==> src/rtl/code_change_logger.sv <==
`default_nettype none
// ============================================================================
// Module : code_change_logger
// Watches a state-code stream and logs each change (new, old, dwell) into a
// small first-word-fall-through FIFO drained over a valid/ready interface.
// Rev    : 1.0  initial release
// ============================================================================
module code_change_logger #(
  parameter int CODE_W  = 3,
  parameter int DWELL_W = 8,
  parameter int DEPTH   = 8,
  parameter int ADDR_W  = 3
) (
  input  logic               clk,
  input  logic               rst,
  input  logic [CODE_W-1:0]  code_in,
  input  logic               code_valid,
  input  logic               ev_ready,
  input  logic               clr_ovf,
  output logic               ev_valid,
  output logic [CODE_W-1:0]  ev_code,
  output logic [CODE_W-1:0]  ev_prev,
  output logic [DWELL_W-1:0] ev_dwell,
  output logic [ADDR_W:0]    level,
  output logic               overflow
);

  localparam logic [DWELL_W-1:0] C_DWELL_MAX = '1;
  localparam logic [DWELL_W-1:0] C_DWELL_ONE = DWELL_W'(1);
  localparam logic [ADDR_W:0]    C_FULL      = (ADDR_W+1)'(DEPTH);

  typedef struct packed {
    logic [CODE_W-1:0]  code;
    logic [CODE_W-1:0]  prev;
    logic [DWELL_W-1:0] dwell;
  } entry_t;

  logic               primed_q,    primed_d;
  logic [CODE_W-1:0]  prev_code_q, prev_code_d;
  logic [DWELL_W-1:0] dwell_q,     dwell_d;
  logic [ADDR_W-1:0]  wr_ptr_q,    wr_ptr_d;
  logic [ADDR_W-1:0]  rd_ptr_q,    rd_ptr_d;
  logic [ADDR_W:0]    level_q,     level_d;
  logic               overflow_q,  overflow_d;
  entry_t             fifo_q [DEPTH];
  entry_t             fifo_d [DEPTH];

  logic change;
  logic full;
  logic pop;
  logic push;
  logic drop;

  assign change = primed_q && code_valid && (code_in != prev_code_q);
  assign full   = (level_q == C_FULL);
  assign pop    = (level_q != '0) && ev_ready;
  // A pop in the same cycle frees a slot, so a full FIFO still accepts the push.
  assign push   = change && (!full || pop);
  assign drop   = change && full && !pop;

  always_comb begin
    primed_d    = primed_q;
    prev_code_d = prev_code_q;
    dwell_d     = dwell_q;
    wr_ptr_d    = wr_ptr_q;
    rd_ptr_d    = rd_ptr_q;
    level_d     = level_q;
    overflow_d  = overflow_q;
    fifo_d      = fifo_q;

    if (!primed_q) begin
      if (code_valid) begin
        primed_d    = 1'b1;
        prev_code_d = code_in;
        dwell_d     = C_DWELL_ONE;
      end
    end else if (change) begin
      // Tracking state advances even when the event itself is dropped.
      prev_code_d = code_in;
      dwell_d     = C_DWELL_ONE;
    end else if (dwell_q != C_DWELL_MAX) begin
      dwell_d = dwell_q + 1'b1;
    end

    if (push) begin
      fifo_d[wr_ptr_q] = '{code: code_in, prev: prev_code_q, dwell: dwell_q};
      wr_ptr_d         = wr_ptr_q + 1'b1;
    end
    if (pop) begin
      rd_ptr_d = rd_ptr_q + 1'b1;
    end
    level_d = level_q + {{ADDR_W{1'b0}}, push} - {{ADDR_W{1'b0}}, pop};

    if (drop) begin
      overflow_d = 1'b1;
    end else if (clr_ovf) begin
      overflow_d = 1'b0;
    end
  end

  always_ff @(posedge clk) begin
    if (!rst) begin
      primed_q    <= 1'b0;
      prev_code_q <= '0;
      dwell_q     <= '0;
      wr_ptr_q    <= '0;
      rd_ptr_q    <= '0;
      level_q     <= '0;
      overflow_q  <= 1'b0;
    end else begin
      primed_q    <= primed_d;
      prev_code_q <= prev_code_d;
      dwell_q     <= dwell_d;
      wr_ptr_q    <= wr_ptr_d;
      rd_ptr_q    <= rd_ptr_d;
      level_q     <= level_d;
      overflow_q  <= overflow_d;
    end
  end

  // Storage needs no reset: entries are only ever read after being written.
  always_ff @(posedge clk) begin
    fifo_q <= fifo_d;
  end

  assign ev_valid = (level_q != '0);
  assign ev_code  = ev_valid ? fifo_q[rd_ptr_q].code  : '0;
  assign ev_prev  = ev_valid ? fifo_q[rd_ptr_q].prev  : '0;
  assign ev_dwell = ev_valid ? fifo_q[rd_ptr_q].dwell : '0;
  assign level    = level_q;
  assign overflow = overflow_q;

endmodule
`default_nettype wire

==> config.mk <==
export PLATFORM = sky130hd
export DESIGN_NAME = code_change_logger
export DESIGN_NICKNAME = d
export VERILOG_FILES = /design/src/rtl/code_change_logger.sv
export SDC_FILE = /design/constraint.sdc
export NUM_CORES = 1
export LEC_CHECK = 0
export BUFFER_PORTS_ARGS = -buffer_cell sky130_fd_sc_hd__buf_2
export CAP_MARGIN = 20
export CORE_ASPECT_RATIO = 0.9
export CORE_MARGIN = 4
export CORE_UTILIZATION = 39
export DETAILED_ROUTE_END_ITERATION = 6
export PLACE_DENSITY = 0.57
export SYNTH_ARGS = -nofsm -noshare
export SYNTH_HDL_FRONTEND = slang
export SYNTH_SLANG_ARGS = --single-unit
==> constraint.sdc <==
create_clock -name clk -period 3 [get_ports clk]
set_input_delay 0.3 -clock clk [delete_from_list [all_inputs] [get_ports clk]]
set_output_delay 0.3 -clock clk [all_outputs]
set_load 0.01 [all_outputs]
Word level (Yosys, flattened, before mapping). Index checks and enable logic that the tools add are counted.

Multipliers: 0. Reduce and logical (&&, ||, !) cells: 15. Shift-type cells: 0. Divide/modulo/power cells: 0. Muxes and demuxes: 20. Bitwise logic cells: 2. Eq/ne operators: 5. Magnitude comparators: 3. Add/subtract/negate cells: 5.

Operators by type and width (count): $bwmux W112 (1); $bmux W14 S3 (1); $demux W14 S3 (1); $mux W14 (3); $mux W8 (5); $mux W3 (5); $add A8 B1 Y8 const B (1); $ge A4 B4 Y1 const B (2); $ne A8 B8 Y1 const B (1); $not A3 Y4 (2); $logic_and A1 B1 Y1 (7); $add A3 B1 Y3 const B (2); $add A4 B1 Y4 (1); $eq A4 B4 Y1 const B (1); $lt A4 B1 Y1 const B (1); $mux W1 (4); $reduce_and A2 Y1 (2); $reduce_bool A2 Y1 (2); $reduce_bool A4 Y1 (1); $sub A4 B1 Y4 (1); $ne A3 B1 Y1 const B (1); $ne A3 B3 Y1 (1); $logic_not A1 Y1 (2); $ne A2 B1 Y1 const B (1); $logic_or A1 B1 Y1 (1).

Memories: 0. ROM bits: 0. Bits in latches: 0. Output and inout port bits: 20. Bits of input ports: 8. Word-level logic and storage cells: 81. Memory bits (writable): 0. Flip-flop bits (word level): 135.

Depth between registers and ports, before layout. Gate-level depths: netlist of the first run.

Depth in word-level cells: 6. Mapped depth: 13. Mapped depth without buffers: 12.

Worst setup path before layout of the first run. Ideal clock, no wire load.

Path kind: register -> register. Start point: register level_q[2] (netlist: level[2]). End point: register fifo_q[100] in the netlist's numbering (enable). Setup time: 421 ps. Cell stages (with the launch flop): 7. Period minus slack after synthesis: 2899 ps. Path buffers: 0. Data arrival time: 2478 ps. Setup slack: 101 ps. Required time: 2579 ps. Cell sequence: dfxtp_1 > inv_1 > ha_1 > nand2b_1 > nand3_1 > nand3_1 > nor4_1.

Longest elaborated chain between the ends: 4. Elaborated cells on any way between the ends: 6.

Ends and longest elaborated chain: start, declared (RTL line 43) `logic [ADDR_W:0] level_q, level_d;`; start signal, assigned (RTL line 116) `level_q <= level_d;`; $eq A4 B4 Y1 or $reduce_bool A4 Y1 (tied branches) (RTL line 55, 56); $logic_not A1 Y1 or $logic_and A1 B1 Y1 (tied branches) (RTL line 58, 56); $logic_or A1 B1 Y1 * (RTL line 58) `assign push = change && (!full || pop);`; $logic_and A1 B1 Y1 * (RTL line 58); end signal, assigned (RTL line 123) `fifo_q <= fifo_d;`; end, declared (RTL line 45) `entry_t fifo_q [DEPTH];`.

Every way passes the cells marked *; elsewhere a longest branch is shown, timed or not. A chain may end at the register's enable or synchronous reset.

Worst setup path after layout of the first run.
Start point: register prev_code_q[2]. End point: register level_q[2] (netlist: level[2]).

Longest elaborated chain between the ends: 5.

Ends and longest elaborated chain: start, declared (RTL line 39) `logic [CODE_W-1:0] prev_code_q, prev_code_d;`; start signal, assigned (RTL line 112) `prev_code_q <= prev_code_d;`; $ne A3 B3 Y1 (RTL line 54) `assign change = primed_q && code_valid && (code_in != prev_code_q);`; $logic_and A1 B1 Y1 (RTL line 54); $logic_and A1 B1 Y1 (RTL line 58); $add A4 B1 Y4 (RTL line 92) `level_d = level_q + {{ADDR_W{1'b0}}, push} - {{ADDR_W{1'b0}}, pop};`; $sub A4 B1 Y4 (RTL line 92).

No other way between the ends.

==> flow_summary_export.csv, run 1 <==
group,metric,value,unit
clock_network,cts_made_buffers,17,
grt,grt_use_met2,0.245,
hold_path,hp-class,"primary input to flop",
drt,wire_per_inst,19.4,um
clock_network,cts_setup_buffers,0,
placement,io_buffer_count,27,
sta,fin_crit_sh,0.903,
yosys,netlist_instances,331,
yosys,synth-seq-area-share,0.692,
yosys,ys_ff_latch,135,
setup_path,crit_family,"adder cells",
die,die_w,133,um
sta,finalHoldViolCount,0,
placement,place.gp.congestion,0.764,
clock_network,cts.sinks,135,
setup_path,path_common_cell,"ha_1",
clock_network,htreeDepth,4,
grt,grt_use_met1,0.199,
grt,grt_start_max_net_pins,23,
sta,tightest_slew,0.641,ns
cells_and_area,synthToLayoutAreaGrowth,20.0,%
job,max-cap-violations,0,
clock_network,root_buffer,"clkbuf_16",
setup_path,critPathBufInv,1,
power,p_per_area,826,mW/mm^2
grt,gr-total-overflow,0,
die,core,0.0136,mm^2
clock_network,clkLatencyLatePin,0.41,ns
drt,ant_nets,0,
setup_path,crit_type,"flop to flop",
sta,setup_viol,0,
yosys,post_synth.cell_area_avg,16.7,um^2
grt,grt_pass1_vias,3228,
grt,busiest_layer,"met2",
setup_path,critPathSlowestCell,"dfxtp_1",
setup_path,critPathArrivalTime,2.98,ns
sta,period_needed,2.71,ns
die,initial_core_util,0.406,
outcome,status,"complete, no violations",
drt,drc,0,
yosys,synth-async-reset-ratio,0,
setup_path,worstSetupEndpointType,"flop",
grt,grt_usage,0.152,
setup_path,worst_setup_path_start_kind,"flop",
clock_network,clk_path_buf_depth,2,
cells_and_area,final_cell_mix,"112 x edfxtp_1, 30 x nor2_1, 28 x mux4_2",
drt,num_vias,3003,
die,row_count,40,
grt,grt_antenna_before_repair,0,
yosys,synth-edff-count,112,
cells_and_area,utilization,0.487,
sta,timing.fmax,0.369,GHz
yosys,yosysWarnings,0,
power,max-vdd-ir-drop,543,uV
cells_and_area,diodes,0,
setup_path,worstPathRequired,3.27,ns
cells_and_area,drive_above_1_share,0.277,
drt,first_pass_iters,5,
yosys,synth_fp_nets,349,
drt,dr.first_iter.drc_count,267,
yosys,synth_area_leader_cell,"edfxtp_1",
drt,wl,11.2,mm
die,pin_count,28,
cells_and_area,nNetsFinal,395,
cells_and_area,final_common_cell,"edfxtp_1",
yosys,synth_flop_cell,"edfxtp_1",
grt,grt_pass1_wl,18.1,mm
die,die_area,0.0161,mm^2
sta,tns,0,ns
placement,dp_hpwl,6.80,mm
drt,routed_via_density,5.19,
clock_network,cts_tree,"built",
power,leakagePower,2.28,nW
setup_path,critPathMaxFanout,10,
yosys,synth_top_area_frac,0.608,
yosys,netlist_area,0.00553,mm^2
cells_and_area,fin_area,0.00663,mm^2
yosys,ys_types,41,
placement,placed_cell_area,0.00600,mm^2
setup_path,worstPathCellList,"xor2_1 -> o31a_1 -> nand3_1 -> ha_1 -> inv_1 -> ha_1 -> fa_1 -> xnor2_1 -> nor2_1",
setup_path,slowest_delay,0.48,ns
sta,slew_headroom,0.572,
clock_network,ctsHoldBuffers,0,
clock_network,cts-resized-gates,0,
sta,grt_setup_unrepaired,"false",
sta,fin_skew,0.00554,ns
sta,finalMaxSlewViolations,0,
grt,gr-usage-met3,0.0456,
yosys,yosys-top-cells-area,"edfxtp_1 61%, mux4_2 11%, dfxtp_1 8.3%, mux2i_1 3.3%, ha_1 2.0%",
clock_network,path_clk_slew,0.06,ns
die,die_h,121,um
==> cell families (layout without fill, tap and decap cells) <==
family / Yosys count / after routing / share of synthesized area
muxes: 46 / 46 / 0.147
DFF: 135 / 135 / 0.692
xor gates and xnor gates: 7 / 7 / 0.0111
buffers and inverters: 27 / 86 / 0.0206
AOI/OAI and AO/OA: 26 / 26 / 0.0321
and+or+nand+nor: 80 / 80 / 0.0738
adders and majority gates: 10 / 10 / 0.0240
==> sequential cells by signal (all words and copies together) (netlist names) <==
signal / flops
level: 4
fifo_q: 112
rd_ptr_q: 3
wr_ptr_q: 3
primed_q: 1
overflow: 1
prev_code_q: 3
dwell_q: 8
==> path summary, 6_finish.rpt <==
kind / start / to / slack (ns) / cells past startpoint
worst min register to register: overflow$_SDFFE_PN0P_ / overflow$_SDFFE_PN0P_ / 0.50 / 2
worst max register to register: prev_code_q[2]$_SDFFE_PN0P_ / level[2]$_SDFF_PN0_ / 0.29 / 9
worst min-delay path: clr_ovf / overflow$_SDFFE_PN0P_ / 0.20 / 4
worst max-delay path: prev_code_q[2]$_SDFFE_PN0P_ / level[2]$_SDFF_PN0_ / 0.29 / 9
==> area by class of cell <==
cell class | count | area, um^2
clock buffer | 17 | 425
clock inverter | 15 | 209
fill | 1192 | 6980
inverter | 11 | 41.3
multi-input combinational | 169 | 1620
sequential | 135 | 3820
tap | 189 | 236
timing repair buffer | 43 | 280
==> worst register-to-register path, delay by kind of cell (launching register included) <==
kind | cells | cell delay [ns]
AOI/OAI and AO/OA | 1 | 0.31
DFF | 1 | 0.48
adders and majority gates | 3 | 0.96
and+or+nand+nor | 2 | 0.32
xor gates and xnor gates | 2 | 0.47
buffers and inverters | 1 | 0.04
==> cells in the mapped netlist, types with 2 or more instances <==
| cell type | instances |
|---|---|
| a21o_1 | 2 |
| a31oi_1 | 3 |
| nand4_1 | 12 |
| nor2_1 | 30 |
| dfxtp_1 | 23 |
| xnor2_1 | 3 |
| a21oi_1 | 7 |
| inv_1 | 11 |
| ha_1 | 9 |
| and2_1 | 4 |
| o21ai_0 | 4 |
| buf_2 | 7 |
| edfxtp_1 | 112 |
| nand2_1 | 5 |
| nand3_1 | 9 |
| mux2i_1 | 18 |
| or4_1 | 2 |
| clkbuf_1 | 8 |
| nand2b_1 | 6 |
| nor3_1 | 4 |
| xor2_1 | 4 |
| and3_1 | 2 |
| mux4_2 | 28 |
==> metal layers <==
layer	routed length, um	share of wire	vias up
li1	-	-	1397
met1	4890	0.43	1524
met2	5620	0.50	76
met3	681	0.061	6
met4	55	0.0049	0
met5	0	0	-
==> report_power, final <==
group	leakage, nW	internal [mW]	switching, mW
logic	0.738	0.553	0.569
registers	1.23	2.08	0.0663
clock network	0.305	1.46	0.750
==> metrics by stage <==
| step | hold WS [ns] | setup WS (ns) | std cells | total power [mW] |
|---|---|---|---|---|
| 2_1_floorplan | 0.399 | 0.101 | 331 | 2.96 |
| 3_3_place_gp | 0.485 | 0.382 | 547 | 3.33 |
| 3_5_place_dp | 0.490 | 0.319 | 547 | 3.35 |
| 4_1_cts | 0.181 | 0.296 | 579 | 5.57 |
| 5_1_grt | 0.214 | 0.0503 | 579 | 5.78 |
| 6_report | 0.198 | 0.292 | 579 | 5.48 |
No activity file was read; power rests on OpenSTA's default activity.
==> run 2, diff against run 1 <==
--- a/config.mk
+++ b/config.mk
@@ -9,9 +9,9 @@
 export CAP_MARGIN = 20
 export CORE_ASPECT_RATIO = 0.9
 export CORE_MARGIN = 4
-export CORE_UTILIZATION = 39
+export CORE_UTILIZATION = 35
 export DETAILED_ROUTE_END_ITERATION = 6
-export PLACE_DENSITY = 0.57
+export PLACE_DENSITY = 0.5
 export SYNTH_ARGS = -nofsm -noshare
 export SYNTH_HDL_FRONTEND = slang
 export SYNTH_SLANG_ARGS = --single-unit
==> constraint.sdc (replaced) <==
create_clock -name clk -period 2.5 [get_ports clk]
set_input_delay 0.25 -clock clk [delete_from_list [all_inputs] [get_ports clk]]
set_output_delay 0.25 -clock clk [all_outputs]
set_load 0.01 [all_outputs]
==> run 2 against run 1 <==
Net effect: sequential cell count unchanged; sequential share of layout area fell by 0.24 points; via count is 2.0% higher; first-iteration DRC count decreased by 18%; global-route usage is 1.1 points lower; routed wire length increased by 3.4%; sequential power grew 20%; maximum frequency grew 18%; clock power is essentially flat; register-to-register slack got worse by 0.096 ns; power increased by 13%; cell count up 4.3%; critical endpoint unchanged.
==> flow_summary_export.csv, run 2 (synthesis results as in run 1) <==
group,metric,value,unit
outcome,status,"complete, no violations",
die,die_area,0.0179,mm^2
cells_and_area,nNetsFinal,407,
grt,grt_antenna_before_repair,0,
setup_path,critPathMaxFanout,4,
sta,period_needed,2.30,ns
die,pin_count,28,
clock_network,clkLatencyLatePin,0.41,ns
cells_and_area,final_cell_mix,"112 x edfxtp_1, 30 x nor2_1, 28 x mux4_2",
sta,timing.final.ws_setup,0.196,ns
drt,wl,11.6,mm
cells_and_area,diodes,0,
die,row_count,43,
clock_network,path_clk_slew,0.06,ns
grt,grt_pass1_wl,18.8,mm
sta,timing.fmax,0.434,GHz
placement,dp_hpwl,6.96,mm
die,die_h,127,um
setup_path,crit_type,"flop to flop",
drt,wire_per_inst,19.2,um
setup_path,critPathArrivalTime,2.58,ns
sta,hold_slack,0.162,ns
hold_path,hp-class,"primary input to flop",
clock_network,cts_tree,"built",
sta,slew_headroom,0.577,
sta,grt_setup_unrepaired,"false",
setup_path,worstPathCellList,"inv_1 -> ha_1 -> nand2b_1 -> nand3_1 -> nand3_1 -> ha_1 -> inv_1 -> ha_1 -> fa_1 -> xnor2_1 -> nor2_1",
sta,setup_viol,0,
power,max-vdd-ir-drop,451,uV
drt,drc,0,
cells_and_area,top_register,"fifo_q",
grt,grt_start_max_net_pins,30,
clock_network,cts_setup_buffers,0,
sta,finalMaxSlewViolations,0,
power,leakagePower,2.30,nW
cells_and_area,largest_register_ffs,112,
cells_and_area,drive_above_1_share,0.286,
setup_path,worstPathRequired,2.78,ns
placement,io_buffer_count,27,
placement,pre_cts_ws,0.116,ns
clock_network,clk_path_buf_depth,2,
setup_path,critPathBufInv,2,
drt,num_vias,3062,
setup_path,critPathSlowestCell,"fa_1",
clock_network,ctsHoldBuffers,0,
setup_path,path_common_cell,"ha_1",
setup_path,slowest_delay,0.39,ns
die,die_w,140,um
grt,gr-total-overflow,0,
drt,ant_nets,0,
drt,dr.first_iter.drc_count,219,
cells_and_area,final_common_cell,"edfxtp_1",
setup_path,crit_family,"adder cells",
grt,grt_pass1_vias,3294,
sta,fin_crit_sh,0.922,
clock_network,cts_made_buffers,17,
power,p_per_area,930,mW/mm^2
job,max-cap-violations,0,
drt,routed_via_density,5.07,
sta,finalHoldViolCount,0,
setup_path,worst_setup_path_start_kind,"flop",
die,core,0.0154,mm^2
clock_network,cts.sinks,135,
die,initial_core_util,0.358,
sta,tightest_slew,0.634,ns
grt,grt_usage,0.141,
clock_network,htreeDepth,4,
clock_network,root_buffer,"clkbuf_16",
placement,place.gp.congestion,0.755,
setup_path,worstSetupEndpointType,"flop",
sta,fin_skew,0.0102,ns
drt,first_pass_iters,4,
cells_and_area,synthToLayoutAreaGrowth,20.6,%
run 2: changes by cell type in the layout (fill, tap and decap cells not counted), sizes merged:
| cell | previous run | this run |
|---|---|---|
| buf | 43 | 55 |
| clkbuf | 17 | 29 |
| bufinv | 5 | 0 |
| clkinv | 8 | 3 |
| clkinvlp | 2 | 0 |
run 2: layout make-up:
type	count	area, um^2
clock inverters	3	15.0
repair buffers	55	383
flip-flops and latches	135	3830
clock buffers	29	522
well taps	202	253
multi-input cells	169	1630
inverters	11	41.3
fillers	1377	8770
run 2: what timing repair did:
| item | in CTS | in global routing |
|---|---|---|
| setup endpoints to repair | 0 | 2 |
| hold endpoints to repair | 0 | 0 |
| gates resized for setup | 0 | 2 |
run 2: routing by layer:
layer / track usage / part of all wire / vias to the layer above
li1: - / - / 1421
met1: 0.183 / 0.46 / 1570
met2: 0.223 / 0.48 / 54
met3: 0.0382 / 0.034 / 17
met4: 0.0650 / 0.025 / 0
met5: 0 / 0 / -
run 2: worst paths after layout:
kind	startpoint	to	slack [ns]	depth (start not counted)
setup / recovery	level[2]$_SDFF_PN0_	level[2]$_SDFF_PN0_	0.20	11
setup reg to reg	level[2]$_SDFF_PN0_	level[2]$_SDFF_PN0_	0.20	11
hold / removal	code_in[0]	fifo_q[53]$_DFFE_PP_	0.16	1
hold reg to reg	overflow$_SDFFE_PN0P_	overflow$_SDFFE_PN0P_	0.53	2
run 2: per-stage QoR:
step,instance area (um^2),power [mW],util,TNS (ns),cells
2_1_floorplan,5530,3.55,-,-2.47,331
3_3_place_gp,6130,4.04,0.397,0,572
3_5_place_dp,6130,4.05,0.397,0,572
4_1_cts,6660,6.30,0.432,0,604
5_1_grt,6670,6.53,0.432,0,604
6_report,6670,6.20,0.432,0,604
run 2: where the power goes:
part,leakage (nW),total (mW),switching [mW],internal [mW]
clock network,0.265,2.23,0.832,1.40
registers,1.23,2.58,0.0825,2.50
logic,0.803,1.39,0.702,0.686
==> run 3, diff against run 2 <==
--- a/config.mk
+++ b/config.mk
@@ -11,7 +11,6 @@
 export CORE_MARGIN = 4
 export CORE_UTILIZATION = 35
 export DETAILED_ROUTE_END_ITERATION = 6
-export PLACE_DENSITY = 0.5
 export SYNTH_ARGS = -nofsm -noshare
 export SYNTH_HDL_FRONTEND = slang
 export SYNTH_SLANG_ARGS = --single-unit
==> run 3 against run 2 <==
Net effect: highest routed layer unchanged; routed wire length shrank 2.6%; via count is essentially flat; register-to-register slack gained 0.02 ns; largest power group unchanged; critical path depth shrank 6; clock skew shrank 0.0015 ns; die area is the same; global-route usage shrank 0.59 points; non-clock buffer count grew 1.
==> flow_summary_export.csv, run 3 (synthesis results as in run 1) <==
group,metric,value,unit
cells_and_area,nNetsFinal,408,
grt,gr-usage-met3,0.0453,
drt,wire_per_inst,18.7,um
power,leakagePower,2.33,nW
cells_and_area,synthToLayoutAreaGrowth,21.6,%
die,row_count,43,
drt,wl,11.3,mm
setup_path,crit_type,"flop to output port",
cells_and_area,fin_area,0.00672,mm^2
cells_and_area,top_register,"fifo_q",
setup_path,r2r_cells,11,
sta,setup_viol,0,
power,max-vdd-ir-drop,478,uV
drt,dr.first_iter.drc_count,308,
outcome,status,"complete, no violations",
die,die_h,127,um
grt,grt_antenna_before_repair,0,
placement,placed_cells,573,
drt,ant_nets,0,
setup_path,critPathArrivalTime,2.06,ns
die,pin_count,28,
power,p_per_area,946,mW/mm^2
sta,timing.final.ws_setup,0.189,ns
die,initial_core_util,0.358,
placement,place.gp.congestion,0.777,
grt,gr-total-overflow,0,
grt,grt_usage,0.135,
clock_network,root_buffer,"clkbuf_16",
hold_path,worstHoldStart,"clr_ovf",
clock_network,clkLatencyLatePin,0.41,ns
sta,period_needed,2.31,ns
sta,slew_headroom,0.631,
cells_and_area,largest_register_ffs,112,
placement,placed_cell_area,0.00615,mm^2
cells_and_area,diodes,0,
clock_network,htreeDepth,4,
power,total_power,6.36,mW
clock_network,path_clk_slew,0.06,ns
setup_path,worstPathRequired,2.25,ns
drt,drc,0,
cells_and_area,final_common_cell,"edfxtp_1",
sta,fin_crit_sh,0.925,
placement,io_buffer_count,27,
clock_network,ctsHoldBuffers,0,
sta,finalMaxSlewViolations,0,
sta,fin_skew,0.00867,ns
die,core,0.0154,mm^2
power,net-switching-power,1.73,mW
sta,finalHoldViolCount,0,
placement,dp_hpwl,6.87,mm
grt,grt_use_met2,0.211,
grt,grt_pass1_vias,3124,
power,p_seq_frac,0.400,
drt,num_vias,3065,
cells_and_area,stdcell_count,605,
drt,routed_via_density,5.07,
job,max-cap-violations,0,
power,sw_frac_of_total,0.271,
cells_and_area,final_cell_mix,"112 x edfxtp_1, 30 x nor2_1, 28 x mux4_2",
setup_path,worstSetupEndpointType,"output port",
setup_path,critPathMaxFanout,28,
setup_path,worst_setup_path_start_kind,"flop",
grt,grt_pass1_wl,17.8,mm
clock_network,clk_path_buf_depth,2,
clock_network,cts_made_buffers,17,
sta,grt_setup_unrepaired,"false",
clock_network,cts-resized-gates,0,
grt,grt_use_met1,0.179,
grt,grt_start_max_net_pins,29,
power,clock_power_share,0.379,
clock_network,cts_setup_buffers,0,
die,die_w,140,um
grt,busiest_layer,"met2",
setup_path,regToRegEndpoint,"level[2]$_SDFF_PN0_",
sta,tightest_slew,0.552,ns
setup_path,ff2ff_setup_slack,0.22,ns
drt,first_pass_iters,4,
hold_path,hp-class,"primary input to flop",
cells_and_area,drive_above_1_share,0.303,
power,combPwrFrac,0.221,
die,die_area,0.0179,mm^2
hold_path,hold_depth,4,
sta,timing.fmax,0.433,GHz
setup_path,r2r_start,"level[2]$_SDFF_PN0_",
placement,pre_cts_ws,0.161,ns
clock_network,cts.sinks,135,
sta,tns,0,ns
hold_path,min_to,"overflow$_SDFFE_PN0P_",
power,internal_power,4.64,mW
clock_network,cts_tree,"built",
cells_and_area,fillerInstances,1346,
-- run 3: layer usage --
| layer | up-vias | wire length (um) |
|---|---|---|
| met1 | 1561 | 5110 |
| met3 | 4 | 580 |
| met2 | 65 | 5560 |
| met5 | - | 0 |
| met4 | 0 | 80 |
| li1 | 1435 | - |
-- run 3: how the worst max path moves through the flow --
stage                                   from              endpoint  slack [ns]  depth (start not counted)
detailed placement                code_in[2]   level[2]$_SDFF_PN0_        0.16                         10
global route             level[2]$_SDFF_PN0_   level[2]$_SDFF_PN0_       0.005                         11
global placement                  code_in[2]   level[2]$_SDFF_PN0_        0.18                         10
finish              rd_ptr_q[0]$_SDFFE_PN0P_            ev_code[0]        0.19                          5
CTS                 rd_ptr_q[0]$_SDFFE_PN0P_            ev_code[0]        0.13                          5
floorplan                level[2]$_SDFF_PN0_  fifo_q[56]$_DFFE_PP_       -0.06                          6
-- run 3: critical path: stages (launching register included) --
cell     delay (ns)
dfxtp_2        0.37
buf_12         0.25
mux4_2         0.55
mux2i_1        0.22
nor2_1         0.07
buf_2          0.14
-- run 3: layout make-up --
| class | instances | area, um^2 | area share |
|---|---|---|---|
| Inverter | 11 | 41.3 | 0.00614 |
| Sequential cell | 135 | 3820 | 0.569 |
| Clock buffer | 17 | 425 | 0.0633 |
| Tap cell | 202 | 253 | 0.0376 |
| Timing Repair Buffer | 56 | 403 | 0.0599 |
| Clock inverter | 15 | 150 | 0.0223 |
| Multi-Input combinational cell | 169 | 1630 | 0.242 |
-- run 3: power by group through the flow --
stage | clock (mW) | combinational, mW | sequential [mW]
floorplan | 0 | 0.960 | 2.59
global route | 2.56 | 1.57 | 2.55
detailed placement | 0 | 1.46 | 2.59
global placement | 0 | 1.43 | 2.59
finish | 2.41 | 1.41 | 2.54
CTS | 2.46 | 1.46 | 2.54
-- run 3: through the flow --
stage	hold slack, ns	util
floorplan	0.349	-
global placement	0.505	0.398
detailed placement	0.513	0.398
CTS	0.124	0.435
global route	0.140	0.435
finish	0.140	0.435
